$ cat src/rtl/i_cache_ctrl.sv
// Control FSM for a 2-way, 8-set instruction cache: tag compare, miss fill, 1-bit LRU victim choice.
// Optional one-block-lookahead prefetch after a demand fill, enabled by defining I_CACHE_PREFETCH_EN.
module i_cache_ctrl #(
    parameter int TAG_W = 24,
    parameter int IDX_W = 3,
    parameter int OFF_W = 5
) (
    input  logic             clk,
    input  logic             rst,
    input  logic             cpu_read,
    input  logic [31:0]      cpu_addr,
    output logic             cpu_resp,
    output logic             hit_way,
    input  logic [TAG_W-1:0] tag0_i,
    input  logic [TAG_W-1:0] tag1_i,
    input  logic             valid0_i,
    input  logic             valid1_i,
    input  logic             busy0_i,
    input  logic             busy1_i,
    input  logic [TAG_W-1:0] obl_tag0_i,
    input  logic [TAG_W-1:0] obl_tag1_i,
    input  logic             obl_valid0_i,
    input  logic             obl_valid1_i,
    input  logic             obl_busy_i,
    output logic [IDX_W-1:0] index_o,
    output logic [TAG_W-1:0] tag_o,
    output logic             read_data_o,
    output logic [1:0]       load_way_o,
    output logic             load_busy_o,
    output logic             busy_o,
    output logic             pmem_read,
    output logic [31:0]      pmem_addr,
    input  logic             pmem_resp
);
    localparam int LINE_W = 32 - OFF_W;
    localparam int NSETS  = 1 << IDX_W;

    typedef enum logic [2:0] {
        IDLE     = 3'd0,
        CMP      = 3'd1,
        FILL     = 3'd2,
        ALLOC    = 3'd3,
        PF_CHK   = 3'd4,
        PF_FILL  = 3'd5,
        PF_ALLOC = 3'd6
    } state_t;

    state_t              state_reg;
    logic [LINE_W-1:0]   line_reg;
    logic                victim_reg;
    logic [NSETS-1:0]    lru_reg;

    logic [TAG_W-1:0]    way_tag   [2];
    logic                way_valid [2];
    logic [1:0]          hit;
    logic [TAG_W-1:0]    cur_tag;
    logic [IDX_W-1:0]    cur_idx;
    logic                hit_sel;
    logic                cur_victim;

    assign way_tag[0]   = tag0_i;
    assign way_tag[1]   = tag1_i;
    assign way_valid[0] = valid0_i;
    assign way_valid[1] = valid1_i;
    assign cur_tag      = line_reg[LINE_W-1 -: TAG_W];
    assign cur_idx      = line_reg[IDX_W-1:0];

    genvar gi;
    generate
        for (gi = 0; gi < 2; gi++) begin : g_way_hit
            assign hit[gi] = way_valid[gi] && (way_tag[gi] == cur_tag);
        end
    endgenerate

    // Way 0 wins a (should-not-happen) double hit; invalid ways are filled before evicting.
    assign hit_sel    = ~hit[0];
    assign cur_victim = !valid0_i ? 1'b0 : (!valid1_i ? 1'b1 : lru_reg[cur_idx]);

`ifdef I_CACHE_PREFETCH_EN
    logic                pf_pending_reg;
    logic [LINE_W-1:0]   next_line;
    logic [TAG_W-1:0]    next_tag;
    logic [IDX_W-1:0]    next_idx;
    logic                obl_present;
    logic                pf_victim;

    assign next_line   = line_reg + 1'b1;
    assign next_tag    = next_line[LINE_W-1 -: TAG_W];
    assign next_idx    = next_line[IDX_W-1:0];
    assign obl_present = (obl_valid0_i && (obl_tag0_i == next_tag)) ||
                         (obl_valid1_i && (obl_tag1_i == next_tag));
    assign pf_victim   = !obl_valid0_i ? 1'b0 : (!obl_valid1_i ? 1'b1 : lru_reg[next_idx]);

    logic unused_ok;
    assign unused_ok = ^{busy0_i, busy1_i, cpu_addr[OFF_W-1:0]};
`else
    logic unused_ok;
    assign unused_ok = ^{busy0_i, busy1_i, cpu_addr[OFF_W-1:0], obl_tag0_i, obl_tag1_i,
                         obl_valid0_i, obl_valid1_i, obl_busy_i};
`endif

    always_ff @(posedge clk) begin
        if (rst) begin
            state_reg   <= IDLE;
            line_reg    <= '0;
            victim_reg  <= 1'b0;
            lru_reg     <= '0;
            cpu_resp    <= 1'b0;
            hit_way     <= 1'b0;
            index_o     <= '0;
            tag_o       <= '0;
            read_data_o <= 1'b0;
            load_way_o  <= '0;
            load_busy_o <= 1'b0;
            busy_o      <= 1'b0;
            pmem_read   <= 1'b0;
            pmem_addr   <= '0;
`ifdef I_CACHE_PREFETCH_EN
            pf_pending_reg <= 1'b0;
`endif
        end else begin
            cpu_resp    <= 1'b0;
            read_data_o <= 1'b0;
            load_way_o  <= '0;
            load_busy_o <= 1'b0;
            case (state_reg)
                IDLE: begin
                    // Ignore the request still held high in the cycle of its own response.
                    if (cpu_read && !cpu_resp) begin
                        line_reg    <= cpu_addr[31:OFF_W];
                        index_o     <= cpu_addr[OFF_W +: IDX_W];
                        read_data_o <= 1'b1;
                        state_reg   <= CMP;
                    end
                end
                CMP: begin
                    if (|hit) begin
                        cpu_resp         <= 1'b1;
                        hit_way          <= hit_sel;
                        lru_reg[cur_idx] <= ~hit_sel;
`ifdef I_CACHE_PREFETCH_EN
                        pf_pending_reg   <= 1'b0;
                        state_reg        <= pf_pending_reg ? PF_CHK : IDLE;
`else
                        state_reg        <= IDLE;
`endif
                    end else begin
                        victim_reg  <= cur_victim;
                        load_busy_o <= 1'b1;
                        busy_o      <= 1'b1;
                        pmem_read   <= 1'b1;
                        pmem_addr   <= {line_reg, {OFF_W{1'b0}}};
                        state_reg   <= FILL;
                    end
                end
                FILL: begin
                    if (pmem_resp) begin
                        pmem_read              <= 1'b0;
                        load_way_o[victim_reg] <= 1'b1;
                        tag_o                  <= cur_tag;
                        load_busy_o            <= 1'b1;
                        busy_o                 <= 1'b0;
                        read_data_o            <= 1'b1;
                        state_reg              <= ALLOC;
                    end
                end
                ALLOC: begin
                    // An abandoned request still gets its line installed, but no response.
                    if (cpu_read) begin
                        read_data_o <= 1'b1;
                        state_reg   <= CMP;
                    end else begin
                        state_reg   <= IDLE;
                    end
`ifdef I_CACHE_PREFETCH_EN
                    pf_pending_reg <= cpu_read;
`endif
                end
`ifdef I_CACHE_PREFETCH_EN
                PF_CHK: begin
                    if (!obl_present && !obl_busy_i) begin
                        victim_reg  <= pf_victim;
                        index_o     <= next_idx;
                        load_busy_o <= 1'b1;
                        busy_o      <= 1'b1;
                        pmem_read   <= 1'b1;
                        pmem_addr   <= {next_line, {OFF_W{1'b0}}};
                        state_reg   <= PF_FILL;
                    end else begin
                        state_reg   <= IDLE;
                    end
                end
                PF_FILL: begin
                    if (pmem_resp) begin
                        pmem_read              <= 1'b0;
                        load_way_o[victim_reg] <= 1'b1;
                        tag_o                  <= pmem_addr[31 -: TAG_W];
                        load_busy_o            <= 1'b1;
                        busy_o                 <= 1'b0;
                        state_reg              <= PF_ALLOC;
                    end
                end
                PF_ALLOC: begin
                    state_reg <= IDLE;
                end
`endif
                default: begin
                    state_reg <= IDLE;
                end
            endcase
        end
    end

endmodule

$ cat config.mk
export PLATFORM = sky130hd
export DESIGN_NAME = i_cache_ctrl
export DESIGN_NICKNAME = d
export VERILOG_FILES = /design/src/rtl/i_cache_ctrl.sv
export SDC_FILE = /design/constraint.sdc
export NUM_CORES = 1
export LEC_CHECK = 0
export ABC_CLOCK_PERIOD_IN_PS = 3550
export CAP_MARGIN = 30
export CELL_PAD_IN_SITES_DETAIL_PLACEMENT = 1
export CELL_PAD_IN_SITES_GLOBAL_PLACEMENT = 2
export CORE_ASPECT_RATIO = 1.4
export CORE_MARGIN = 8
export CORE_UTILIZATION = 24
export CTS_CLUSTER_SIZE = 8
export DETAILED_ROUTE_END_ITERATION = 10
export PLACE_DENSITY_LB_ADDON = 0.1
export SLEW_MARGIN = 40
export SYNTH_ARGS = -nofsm -noshare
export SYNTH_HDL_FRONTEND = slang
export SYNTH_SLANG_ARGS = --single-unit
$ cat constraint.sdc
create_clock -name clk -period 3.55 [get_ports clk]
set_input_delay 0.8875 -clock clk [delete_from_list [all_inputs] [get_ports clk]]
set_output_delay 0.8875 -clock clk [all_outputs]
set_load 0.005 [all_outputs]
# Word level (Yosys, flattened, before mapping)
# Cells that the tools add are included.
[totals]
register_bits = 100
word_cells = 71
[classes]
magnitude_cmp = 4
eq_ne = 8
n_mux = 24
n_bitwise = 5
reduce_logical = 17
[op_table]
columns = ["op", "count"]
rows = [
  ["== test 24 bit", 2],
  ["two-way mux 1 bit", 13],
  ["case mux 3 bit (4 select lines)", 1],
  ["AND reduction 2 bit", 5],
  ["bitwise mux 8 bit", 1],
  ["== test 3 x 2 -> 1 bit (second input constant)", 2],
  ["two-way mux 3 bit", 2],
  ["inequality test 2 bit (second input constant)", 3],
  ["logical AND 1 bit", 5],
  ["NOT 1 bit", 5],
  ["< comparator 3 x 4 -> 1 bit (second input constant)", 1],
  ["case mux 1 bit (2 select lines)", 2],
  ["OR reduction 2 bit", 2],
  ["binary-select mux 1 bit (select 3 bit)", 1],
  ["demux 1 bit (select 3 bit)", 1],
  ["== test 3 x 1 -> 1 bit (second input constant)", 1],
  ["greater-or-equal comparator 3 x 1 -> 1 bit (second input constant)", 1],
  ["zero test 3 bit", 1],
  ["case mux 1 bit (3 select lines)", 1],
  ["AND reduction 3 bit", 1],
  ["OR reduction 3 bit", 1],
  ["< comparator 1 x 2 -> 1 bit (second input constant)", 1],
  ["two-way mux 2 bit", 1],
  ["nonzero test 2 bit", 1],
  ["3 further kinds", 3],
]

# Longest topological paths before layout
[depth]
ltp_word = 5
depth_mapped = 8
ltp_nobuf = 6

# Worst setup path after synthesis
# OpenSTA, ideal clock, no wires.
[synth_timing]
path_kind = "input to register"
start = "input tag1_i[14]"
end = "register lru_reg[7]"
setup_ns = 0.138
arrival_ns = 2.432
required_ns = 3.412
slack_ns = 0.980
stages = 6
n_path_buf = 0
path_cell_list = "xnor2_1 -> nand4_1 -> or4_1 -> nor4_2 -> nor3b_4 -> a41oi_1"
[synth_via]
elab_chain_len = 4
[synth_rtl]
columns = ["item", "line_no", "source"]
rows = [
  ["from (decl)", "15", "input logic [TAG_W-1:0] tag1_i,"],
  ["== test 24 bit", "71", "assign hit[gi] = way_valid[gi] && (way_tag[gi] == cur_tag);"],
  ["logical AND 1 bit", "71", ""],
  ["OR reduction 2 bit", "137", "if (|hit) begin"],
  ["AND reduction 2 bit (no source line)", "n/a", ""],
  ["to (signal, indexed assignment)", "140", "lru_reg[cur_idx] <= ~hit_sel;"],
  ["to (decl)", "51", "logic [NSETS-1:0] lru_reg;"],
]
# No other way between the ends.
# A chain may end at the register's enable or synchronous reset.

# Worst setup path in the final report
[layout_timing]
start = "input tag1_i[17]"
end = "register lru_reg[4]"
# The elaborated chain is that of the path after synthesis.

==> metrics <==
ANT nets after route 0; GRT overflow 0; Post-synth EDFFs 0; CP required 3.74 ns; RD Place Congestion 0.767; # Post-CTS Setup Buffers 0; Register-to-Register Path Depth 6; vias in the first global route 4873; Fin Clk Skew 0.00532 ns; Crit path buffers/inverters 1; upper clock frequency limit 320 MHz; H-tree levels 3; unrepaired setup endpoints after global routing false; Layout Nets 839; Max VDD drop 240 µV; final wirelength 18.3 mm; Worst-Margin Slew 0.735 ns; mapped cell area 4530 µm²; max_slew headroom 0.510; Final TNS setup 0 ns; cts bufs inserted 9; CTS clk-pin slew, worst paths 0.07 ns; share of cells above drive strength 1 0.0599; pin count of the biggest net entering global routing 84; commonest non-fill, non-tap cell in the layout clkdlybuf4s50_1; Register Area 1920 µm²; worst setup path startpoint tag1_i[17]; CTS tree yes; Post-synth ARST share 0; critical path arrival 3.32 ns; CP Class in -> reg; synthesis-to-layout area growth 43.2%; worst-path cell chain clkdlybuf4s50_1 > xnor2_1 > nand4_1 > or4_1 > nor4_2 > nor3b_4 > a31oi_1; initial core utilization 0.245; Synth warnings 0; clock sink count 96; most frequent cells in the layout clkdlybuf4s50_1 (141), nand2_1 (112), dfxtp_1 (96); Distinct cells, synth 49; DP HPWL 14.0 mm; Resized Gates After CTS 0; max FFs per register 27; HP Start tag_o[0]$_SDFFE_PP0P_; WL/cell 19.3 µm; CP peak stage delay 0.55 ns; Final Critical Period 3.13 ns; Leak Pwr 2.20 nW; clk root buf clkbuf_16; Critical Path Stages 7; DR vias/cell 4.63; CP top delay family simple AND/OR/NAND/NOR gates; DR pass1 iterations 4; Syn Area/Cell 7.99 µm²; Worst Hold Class reg -> reg; initial antenna violation count 1; status completed; Die W 132 µm; Max Slew Vio Count 0; worst skew pair latency 0.34 ns; PortBufs 142; GRT Util Overall 0.155; endpoint class of the critical path flip-flop; global-route wire length before repair 28.0 mm; Final Hold Violating Endpoints 0; DRC viols 0; post-layout util 0.350; fin crit share 0.881; Crit-path slowest cell or4_1; Ports 206; hold path depth 2; Syn Inst Count 567; Max-Cap Viols 0; Multi-input gate area 2270 µm²; Seq cells post-synth 96; Setup-failing EPs final 0; die outline height 179 µm; CORE AREA 18500 µm²; power per cell area 518 nW/µm²; Die Area 23600 µm²; dpl cells 929; Starting DRT DRC Count 213; diode count 0; vias 4379; filler cell count 2209; worst-path fanout max 8; CTS Hold Bufs 0; clk buf depth 2; Main synth FF type dfxtp_1; Non-Filler Instances 945; Crit Reg-Reg Startpoint line_reg[25]$_SDFFE_PP0P_; Worst Setup Start Kind input pin; Seq/Total Area, Yosys 0.424; Core Rows 59
[power by group]
| part | total (mW) | switching (mW) | leakage [nW] | internal, mW |
|---|---|---|---|---|
| clock | 0.999 | 0.413 | 0.143 | 0.586 |
| sequential | 1.33 | 0.138 | 0.779 | 1.19 |
| combinational | 1.03 | 0.590 | 1.28 | 0.439 |
| total | 3.36 | 1.14 | 2.20 | 2.22 |
[area by class of cell]
cell class / count / area share
multi-input combinational: 396 / 0.349
sequential: 96 / 0.296
timing repair buffer: 160 / 0.242
tap: 244 / 0.0471
clock buffer: 14 / 0.0407
inverter: 33 / 0.0191
clock inverter: 2 / 0.00579
[tightest hold or removal path, stage by stage (launching register included)]
cell	delay (ns)
dfxtp_1	0.31
nand2_1	0.05
a21oi_1	0.05
[Yosys cell counts (2+ instances only)]
library cell  number  area [µm²]
buf_2              3        15.0
nor2_1            14        52.6
a211oi_1           2        15.0
a21oi_1           82         410
and4_1             3        26.3
nand2_1          112         420
ha_1               4        50.1
nor3_1             3        15.0
o21a_1             2        15.0
or4_1              3        22.5
clkbuf_1          30         113
nand4_1           13        81.3
buf_6              3        33.8
a31oi_1            6        37.5
o21ai_0           28         140
or3_1             27         169
mux2_2             2        22.5
nand3_1            3        15.0
buf_4              9        67.6
a22oi_1            4        30.0
and2_1             3        18.8
nor4_1             8        50.1
inv_1             33         124
xor2_1            20         175
dfxtp_1           96        1920
xnor2_1           29         254
a2bb2oi_1          3        26.3
[worst paths after layout]
check	to	slack, ns
max	lru_reg[4]$_SDFFE_PP0P_	0.42
min	tag_o[0]$_SDFFE_PP0P_	0.46
max reg2reg	lru_reg[4]$_SDFFE_PP0P_	0.96
min reg2reg	tag_o[0]$_SDFFE_PP0P_	0.46
[cells by family after synthesis]
kind of cell	count (synthesis)	synth area share
AND/OR/NAND/NOR	197	0.209
AO/OA/AOI/OAI	137	0.170
flip-flops	96	0.424
buffers and inverters	79	0.0795
XOR/XNOR	50	0.0983
adder cells (fa/ha/maj)	4	0.0110
multiplexers	3	0.00718
other	1	0.000828
[metal layers]
| metal | routed length [µm] | global-route usage |
|---|---|---|
| met1 | 7260 | 0.161 |
| met2 | 9750 | 0.291 |
| met3 | 1010 | 0.0493 |
| met4 | 227 | 0.0461 |
| met5 | 10 | 0 |
[per-stage QoR]
stage / setup slack (ns) / hold slack [ns] / area [µm²] / total power, mW
2_1_floorplan: 0.980 / 0.417 / 4550 / 1.92
5_1_grt: 0.235 / 0.477 / 6490 / 3.58
3_3_place_gp: 0.0503 / 0.445 / 6180 / 2.38
4_1_cts: 0.423 / 0.462 / 6490 / 3.43
3_5_place_dp: 0.0609 / 0.452 / 6180 / 2.41
6_report: 0.422 / 0.460 / 6490 / 3.36
No activity file was read; power rests on OpenSTA's default activity.
